--- src/rtl/cl_thread_state_ctrl_pkg.sv ---
// Shared definitions for the multi-thread run-state controller: thread state
// encoding, thread-id sizing helper and the WAIT instruction pattern.
package cl_thread_state_ctrl_pkg;

    typedef enum logic [1:0] {
        ST_IDLE  = 2'b00,
        ST_RUN   = 2'b01,
        ST_ERR   = 2'b10,
        ST_DRAIN = 2'b11
    } state_e;

    // Instruction word decode compares against to flag a WAIT.
    localparam logic [31:0] K_WAIT = 32'h1050_0073;

    function automatic int unsigned clog2_min1(input int unsigned n);
        return (n <= 1) ? 1 : $clog2(n);
    endfunction

    localparam int unsigned DEF_NUM_THREADS = 4;
    localparam int unsigned DEF_TID_W       = clog2_min1(DEF_NUM_THREADS);

    typedef logic [DEF_TID_W-1:0] tid_t;

endpackage

--- src/rtl/cl_rr_arbiter.sv ---
// Combinational round-robin pick: first requester after ptr, wrapping mod N.
module cl_rr_arbiter
    import cl_thread_state_ctrl_pkg::*;
#(
    parameter int unsigned N     = 4,
    parameter int unsigned TID_W = clog2_min1(N)
) (
    input  logic [N-1:0]     req,
    input  logic [TID_W-1:0] ptr,
    input  logic             hold,
    output logic [N-1:0]     gnt_onehot_c,
    output logic [TID_W-1:0] gnt_tid_c,
    output logic             gnt_v_c
);

    logic [TID_W-1:0] idx;

    always_comb begin
        gnt_onehot_c = '0;
        gnt_tid_c    = '0;
        gnt_v_c      = 1'b0;
        idx          = '0;
        for (int unsigned i = 1; i <= N; i++) begin
            idx = TID_W'((32'(ptr) + i) % N);
            if (!hold && !gnt_v_c && req[idx]) begin
                gnt_v_c           = 1'b1;
                gnt_tid_c         = idx;
                gnt_onehot_c[idx] = 1'b1;
            end
        end
    end

endmodule

--- src/rtl/cl_thread_state_ctrl.sv ---
// Per-thread IDLE/RUN/ERR/DRAIN state, round-robin fetch grant and error counter.
// Optional per-thread RUN watchdog enabled by defining CL_THREAD_WATCHDOG_EN.
module cl_thread_state_ctrl
    import cl_thread_state_ctrl_pkg::*;
#(
    parameter int unsigned NUM_THREADS = 4,
    parameter int unsigned TID_W       = clog2_min1(NUM_THREADS),
    parameter int unsigned ERR_CNT_W   = 8,
    parameter int unsigned WDOG_CYCLES = 1024
) (
    input  logic                     clk,
    input  logic                     n_reset,
    input  logic [NUM_THREADS-1:0]   start_i,
    input  logic [NUM_THREADS-1:0]   clear_err_i,
    input  logic                     issue_v_i,
    input  logic [TID_W-1:0]         issue_tid_i,
    input  logic                     is_wait_i,
    input  logic                     exception_i,
    input  logic                     stall_i,
    input  logic [NUM_THREADS-1:0]   inflight_i,
    output logic [NUM_THREADS*2-1:0] state_o,
    output logic                     grant_v_o,
    output logic [TID_W-1:0]         grant_tid_o,
    output logic                     any_err_o,
    output logic [ERR_CNT_W-1:0]     err_cnt_o
);

    localparam int unsigned SUM_W = ERR_CNT_W + 5;

    state_e                 state_q [NUM_THREADS];
    state_e                 state_d [NUM_THREADS];
    logic [NUM_THREADS-1:0] retire_c;
    logic [NUM_THREADS-1:0] wdog_hit_c;
    logic [NUM_THREADS-1:0] run_next_c;
    logic [NUM_THREADS-1:0] err_now_c;
    logic [SUM_W-1:0]       err_sum_c;
    logic [ERR_CNT_W-1:0]   err_cnt_d;
    logic                   tid_ok_c;
    logic [TID_W-1:0]       ptr_q;
    logic                   grant_v_q;
    logic [TID_W-1:0]       grant_tid_q;
    logic                   any_err_q;
    logic [ERR_CNT_W-1:0]   err_cnt_q;
    logic [NUM_THREADS-1:0] unused_onehot_c;
    logic [TID_W-1:0]       arb_tid_c;
    logic                   arb_v_c;

    assign tid_ok_c = 32'(issue_tid_i) < 32'(NUM_THREADS);

    always_comb begin
        retire_c = '0;
        for (int t = 0; t < NUM_THREADS; t++) begin
            retire_c[t] = issue_v_i && !stall_i && tid_ok_c && (issue_tid_i == TID_W'(t));
        end
    end

`ifdef CL_THREAD_WATCHDOG_EN
    localparam int unsigned WDOG_W = $clog2(WDOG_CYCLES + 1);

    logic [WDOG_W-1:0] wdog_q [NUM_THREADS];

    // Fires on the cycle whose edge would bring the idle count to WDOG_CYCLES.
    always_comb begin
        wdog_hit_c = '0;
        for (int t = 0; t < NUM_THREADS; t++) begin
            wdog_hit_c[t] = (state_q[t] == ST_RUN) && !retire_c[t]
                            && (wdog_q[t] == WDOG_W'(WDOG_CYCLES - 1));
        end
    end

    always_ff @(posedge clk or negedge n_reset) begin
        if (!n_reset) begin
            for (int t = 0; t < NUM_THREADS; t++) wdog_q[t] <= '0;
        end else begin
            for (int t = 0; t < NUM_THREADS; t++) begin
                wdog_q[t] <= ((state_q[t] == ST_RUN) && !retire_c[t])
                             ? wdog_q[t] + WDOG_W'(1) : '0;
            end
        end
    end
`else
    logic unused_wdog_c;

    assign wdog_hit_c    = '0;
    assign unused_wdog_c = |32'(WDOG_CYCLES);
`endif

    // Per-thread next state; exception/watchdog outranks every other event.
    always_comb begin
        for (int t = 0; t < NUM_THREADS; t++) begin
            state_d[t] = state_q[t];
            if (((retire_c[t] && exception_i) || wdog_hit_c[t])
                && ((state_q[t] == ST_RUN) || (state_q[t] == ST_DRAIN))) begin
                state_d[t] = ST_ERR;
            end else begin
                case (state_q[t])
                    ST_ERR:   if (clear_err_i[t]) state_d[t] = ST_IDLE;
                    ST_IDLE:  if (start_i[t]) state_d[t] = ST_RUN;
                    ST_RUN:   if (retire_c[t] && is_wait_i) state_d[t] = ST_DRAIN;
                    ST_DRAIN: if (!inflight_i[t]) state_d[t] = start_i[t] ? ST_RUN : ST_IDLE;
                    default:  state_d[t] = ST_IDLE;
                endcase
            end
        end
    end

    always_comb begin
        run_next_c = '0;
        err_now_c  = '0;
        err_sum_c  = SUM_W'(err_cnt_q);
        for (int t = 0; t < NUM_THREADS; t++) begin
            run_next_c[t] = (state_d[t] == ST_RUN);
            err_now_c[t]  = (state_q[t] == ST_ERR);
            if ((state_d[t] == ST_ERR) && (state_q[t] != ST_ERR)) begin
                err_sum_c = err_sum_c + SUM_W'(1);
            end
        end
        err_cnt_d = (err_sum_c > SUM_W'({ERR_CNT_W{1'b1}})) ? '1 : ERR_CNT_W'(err_sum_c);
    end

    cl_rr_arbiter #(
        .N     (NUM_THREADS),
        .TID_W (TID_W)
    ) u_arb (
        .req          (run_next_c),
        .ptr          (ptr_q),
        .hold         (stall_i),
        .gnt_onehot_c (unused_onehot_c),
        .gnt_tid_c    (arb_tid_c),
        .gnt_v_c      (arb_v_c)
    );

    always_ff @(posedge clk or negedge n_reset) begin
        if (!n_reset) begin
            for (int t = 0; t < NUM_THREADS; t++) state_q[t] <= ST_IDLE;
            grant_v_q   <= 1'b0;
            grant_tid_q <= '0;
            ptr_q       <= '0;
            any_err_q   <= 1'b0;
            err_cnt_q   <= '0;
        end else begin
            for (int t = 0; t < NUM_THREADS; t++) state_q[t] <= state_d[t];
            any_err_q <= |err_now_c;
            err_cnt_q <= err_cnt_d;
            // Stall freezes both the grant and the round-robin pointer.
            if (!stall_i) begin
                grant_v_q <= arb_v_c;
                if (arb_v_c) begin
                    grant_tid_q <= arb_tid_c;
                    ptr_q       <= arb_tid_c;
                end
            end
        end
    end

    always_ff @(posedge clk) begin
        if (n_reset && issue_v_i && !stall_i) begin
            assert (tid_ok_c);
        end
    end

    for (genvar g = 0; g < NUM_THREADS; g++) begin : g_state_out
        assign state_o[2*g +: 2] = state_q[g];
    end

    assign grant_v_o   = grant_v_q;
    assign grant_tid_o = grant_tid_q;
    assign any_err_o   = any_err_q;
    assign err_cnt_o   = err_cnt_q;

endmodule

--- config.mk ---
export PLATFORM = sky130hd
export DESIGN_NAME = cl_thread_state_ctrl
export DESIGN_NICKNAME = d
export VERILOG_FILES = /design/src/rtl/cl_thread_state_ctrl_pkg.sv /design/src/rtl/cl_rr_arbiter.sv /design/src/rtl/cl_thread_state_ctrl.sv
export SDC_FILE = /design/constraint.sdc
export NUM_CORES = 1
export LEC_CHECK = 0
export CORE_MARGIN = 3
export CORE_UTILIZATION = 35
export DETAILED_ROUTE_END_ITERATION = 7
export SLEW_MARGIN = 20
export SYNTH_ARGS = -nofsm -noshare
export SYNTH_HDL_FRONTEND = slang
export SYNTH_SLANG_ARGS = --single-unit
--- constraint.sdc ---
create_clock -name clk -period 2.9 [get_ports clk]
set_input_delay 0.29 -clock clk [delete_from_list [all_inputs] [get_ports clk]]
set_output_delay 0.29 -clock clk [all_outputs]
set_load 0.05 [all_outputs]
==> metrics.md <==
| Metric | Value |
|---|---|
| CP Class | `flop to flop` |
| Initial drt markers | `79` |
| Run status | `finished, violations left` |
| Switching power total | `0.7739 mW` |
| Setup ws final | `-35.30 ps` |
| Routed wire length | `5511 um` |
| Row count | `25` |
| HPWL after DPL | `4395 um` |
| Routed Antenna Nets | `0` |
| RD Place Congestion | `0.8810` |
| RR Startpoint | `state_o[0]$_DFF_PN0_` |
| Mux share of post-synthesis cell area | `1.095%` |
| Fin nets | `345` |
| Gr ovfl total | `0` |
| HP Class | `input port to async pin` |
| Top_reg_cell synth | `dfrtp_1` |
| Asr flop ratio synth | `100.0%` |
| Placed Instances | `377` |
| Wire length of the first global-routing pass | `9522 um` |
| Crit path max fanout | `3` |
| Crit path to | `err_cnt_o[4]$_DFF_PN0_` |
| Max cap viols | `0` |
| P_int | `0.9241 mW` |
| Power share of the combinational group | `63.0%` |
| Setup TNS | `-85.71 ps` |
| Slew margin rel. | `65.91%` |
| Mean number of vias per cell | `5.165` |
| Worst EP arrival | `3090 ps` |
| Setup Skew | `8.728 ps` |
| Required time of the critical path | `3050 ps` |
| Post-Synthesis Cell Area | `1828 um2` |
| Reg clk slew, reported paths | `80 ps` |
| Inserted Diodes | `0` |
| Synth Area in XOR/XNOR | `10.95%` |
| Area post-placement | `2699 um2` |
| Failing checks | `setup timing` |
| Tmin final | `2935 ps` |
| # H-tree levels | `1` |
| Syn Area/Cell | `8.197 um2` |
| Core Region | `4880 um2` |
| Sw frac | `45.58%` |
| CTS Hold Buffers Added | `0` |
| Clk pwr share | `11.6%` |
| Cell Pwr Density | `593.6 nW/um2` |
| Reg-to-reg endpoint | `err_cnt_o[4]$_DFF_PN0_` |
| Chip Height | `78.27 um` |
| Syn. warnings | `0` |
| Effective utilization at floorplan | `37.46%` |
| Most frequent cells in the layout | `buf_4, clkdlybuf4s50_1, nand2_1` |
| Reg2reg path depth | `16` |
| Startpoint Class | `flop` |
| I/O pins | `40` |
| VDD IR-drop max | `341.3 uV` |
| Sequential-to-total area share from yosys stat | `27.38%` |
| Synthesized-area fraction occupied by and/or/nand/nor cells | `35.18%` |
| Pre-Repair DR Iteration Count | `4` |
| Vias in the first global route | `2034` |
| Clk_lat worst skew | `270 ps` |
| DRC violations left | `0` |
| Syn Nets | `247` |
| Total power | `1.698 mW` |
| Yosys reg bits | `20` |
| Sequential power share | `25.4%` |
| Final hold vios | `0` |
| Wire length per cell | `14.24 um` |
| Post-synthesis compound-gate area fraction | `18.69%` |
| IO Port Bufs | `39` |
| CP Launch Point | `state_o[0]$_DFF_PN0_` |
| Period utilization | `101.2%` |
| Max Clk Rate | `0.3407 GHz` |
| Fin. max-slew vios | `0` |
| Reg2reg setup slack | `-40 ps` |
| Cell Count, Final, Fillers Out | `387` |
| CTS buffer count | `3` |
| Tot GR Track Use | `19.01%` |
| CTS tree | `yes` |
| Die X | `78.27 um` |
| Initial antenna violation count | `0` |
| CTS Buffer Depth | `2` |
| Commonest non-fill, non-tap cell in the layout | `buf_4` |
| Root Driver | `clkbuf_8` |
| # clock sinks | `20` |
| Total vias in the final route | `1999` |
| Largest net degree at the start of global routing | `21` |
| Share of cells above drive strength 1 | `30.00%` |
| Area grow syn2layout | `56.47%` |
| Endpoints failing setup | `7` |
| Post-Synth Adder-Cell Area | `2.738%` |
| Post-route design area | `2860 um2` |
| EDFF count, synth | `0` |
| Leakage power | `1.240 nW` |
| Place WS | `-508.5 ps` |
| Die area | `6126 um2` |
| Cell count after synthesis | `223` |
| Worst Tran Pin Value | `509.7 ps` |
| Cell variety after synth | `58` |
| Critical path capture point type | `flop` |
| Largest family of logic cells by synthesized area | `simple AND/OR/NAND/NOR gates` |
| RSZ-0062 raised after global routing | `true` |
## power groups by stage
stage               sequential [mW]  combinational [mW]  clock (mW)
floorplan                     0.599               0.412           0
global placement              0.437               0.992           0
detailed placement            0.435               0.995           0
CTS                           0.431                1.05       0.200
global route                  0.443                1.16       0.215
finish                        0.432                1.07       0.196
## synthesized netlist by cell type (all sizes together), types with 4 or more instances
master | instances | area [um2]
a21oi | 13 | 65.06
a31oi | 5 | 31.28
and2 | 4 | 25.02
buf | 5 | 26.27
dfrtp | 20 | 500.5
ha | 4 | 50.05
inv | 10 | 37.54
nand2 | 29 | 108.9
nand3 | 16 | 85.08
nand3b | 4 | 42.54
nor2 | 18 | 75.07
nor3 | 5 | 25.02
o21ai | 11 | 55.05
or3 | 4 | 25.02
xnor2 | 15 | 138.9
xor2 | 7 | 61.31
## timing repair
item	4_1_cts	5_1_grt
gates resized for setup	18	4
setup endpoints to repair	8	8
endpoints found under the hold margin	0	0
buffers inserted	4	2
pin swaps	6	5
## state kept, by name (all words and copies together), names as in the netlist
name         cells
err_cnt_o        8
any_err_o        1
grant_v_o        1
state_o          8
grant_tid_o      2
## cells by family after synthesis
logic type	Yosys count
and+or+nand+nor	107
AOI/OAI and AO/OA	51
xor gates and xnor gates	22
DFF	20
buffers and inverters	17
adders and majority gates	4
muxes	2
## how the worst min path moves through the flow
stage                           from                     to  cells after the start
3_5_place_dp   grant_v_o$_DFFE_PN0N_  grant_v_o$_DFFE_PN0N_                      2
2_1_floorplan                n_reset    any_err_o$_DFF_PN0_                      0
3_3_place_gp   grant_v_o$_DFFE_PN0N_  grant_v_o$_DFFE_PN0N_                      2
6_report                     n_reset  grant_v_o$_DFFE_PN0N_                      2
5_1_grt                      n_reset   state_o[1]$_DFF_PN0_                      2
4_1_cts                      n_reset  grant_v_o$_DFFE_PN0N_                      2
## layout make-up
cell class	count	area (um2)
fill	467	2019
multi-input combinational	186	1346
timing repair buffer	100	845.8
sequential	20	501.7
tap	67	83.83
clock buffer	4	45.04
inverter	10	37.54
## routing by layer
layer	track usage, %	wire (um)	share of wire [%]	vias to the layer above
met5	0	0	0	-
met4	4.196	49	0.89	0
met2	30.57	2507	45	41
met3	2.638	176	3.2	9
met1	27.08	2778	50	934
li1	-	-	-	1015
## stage by stage
stage                     hold slack (ps)  utilization [%]
after floorplan                    -5.591                -
after global placement              516.0            55.31
after detailed placement            522.9            55.31
after CTS                           366.6            57.90
after global routing                376.9            58.62
final                               356.8            58.62
## worst max-delay path, cell delays in order, from the launching register on
cell	delay (ps)
dfrtp_2	370
or3b_4	380
o21ai_2	130
nand2_1	70
ha_1	300
nor2_2	110
nor2_1	60
ha_2	200
a21oi_4	140
nand2_1	80
o41ai_2	290
or3_4	210
buf_6	90
buf_4	100
nand3_2	90
xnor2_2	140
nand2_2	60
(Power assumes the default switching activity.)
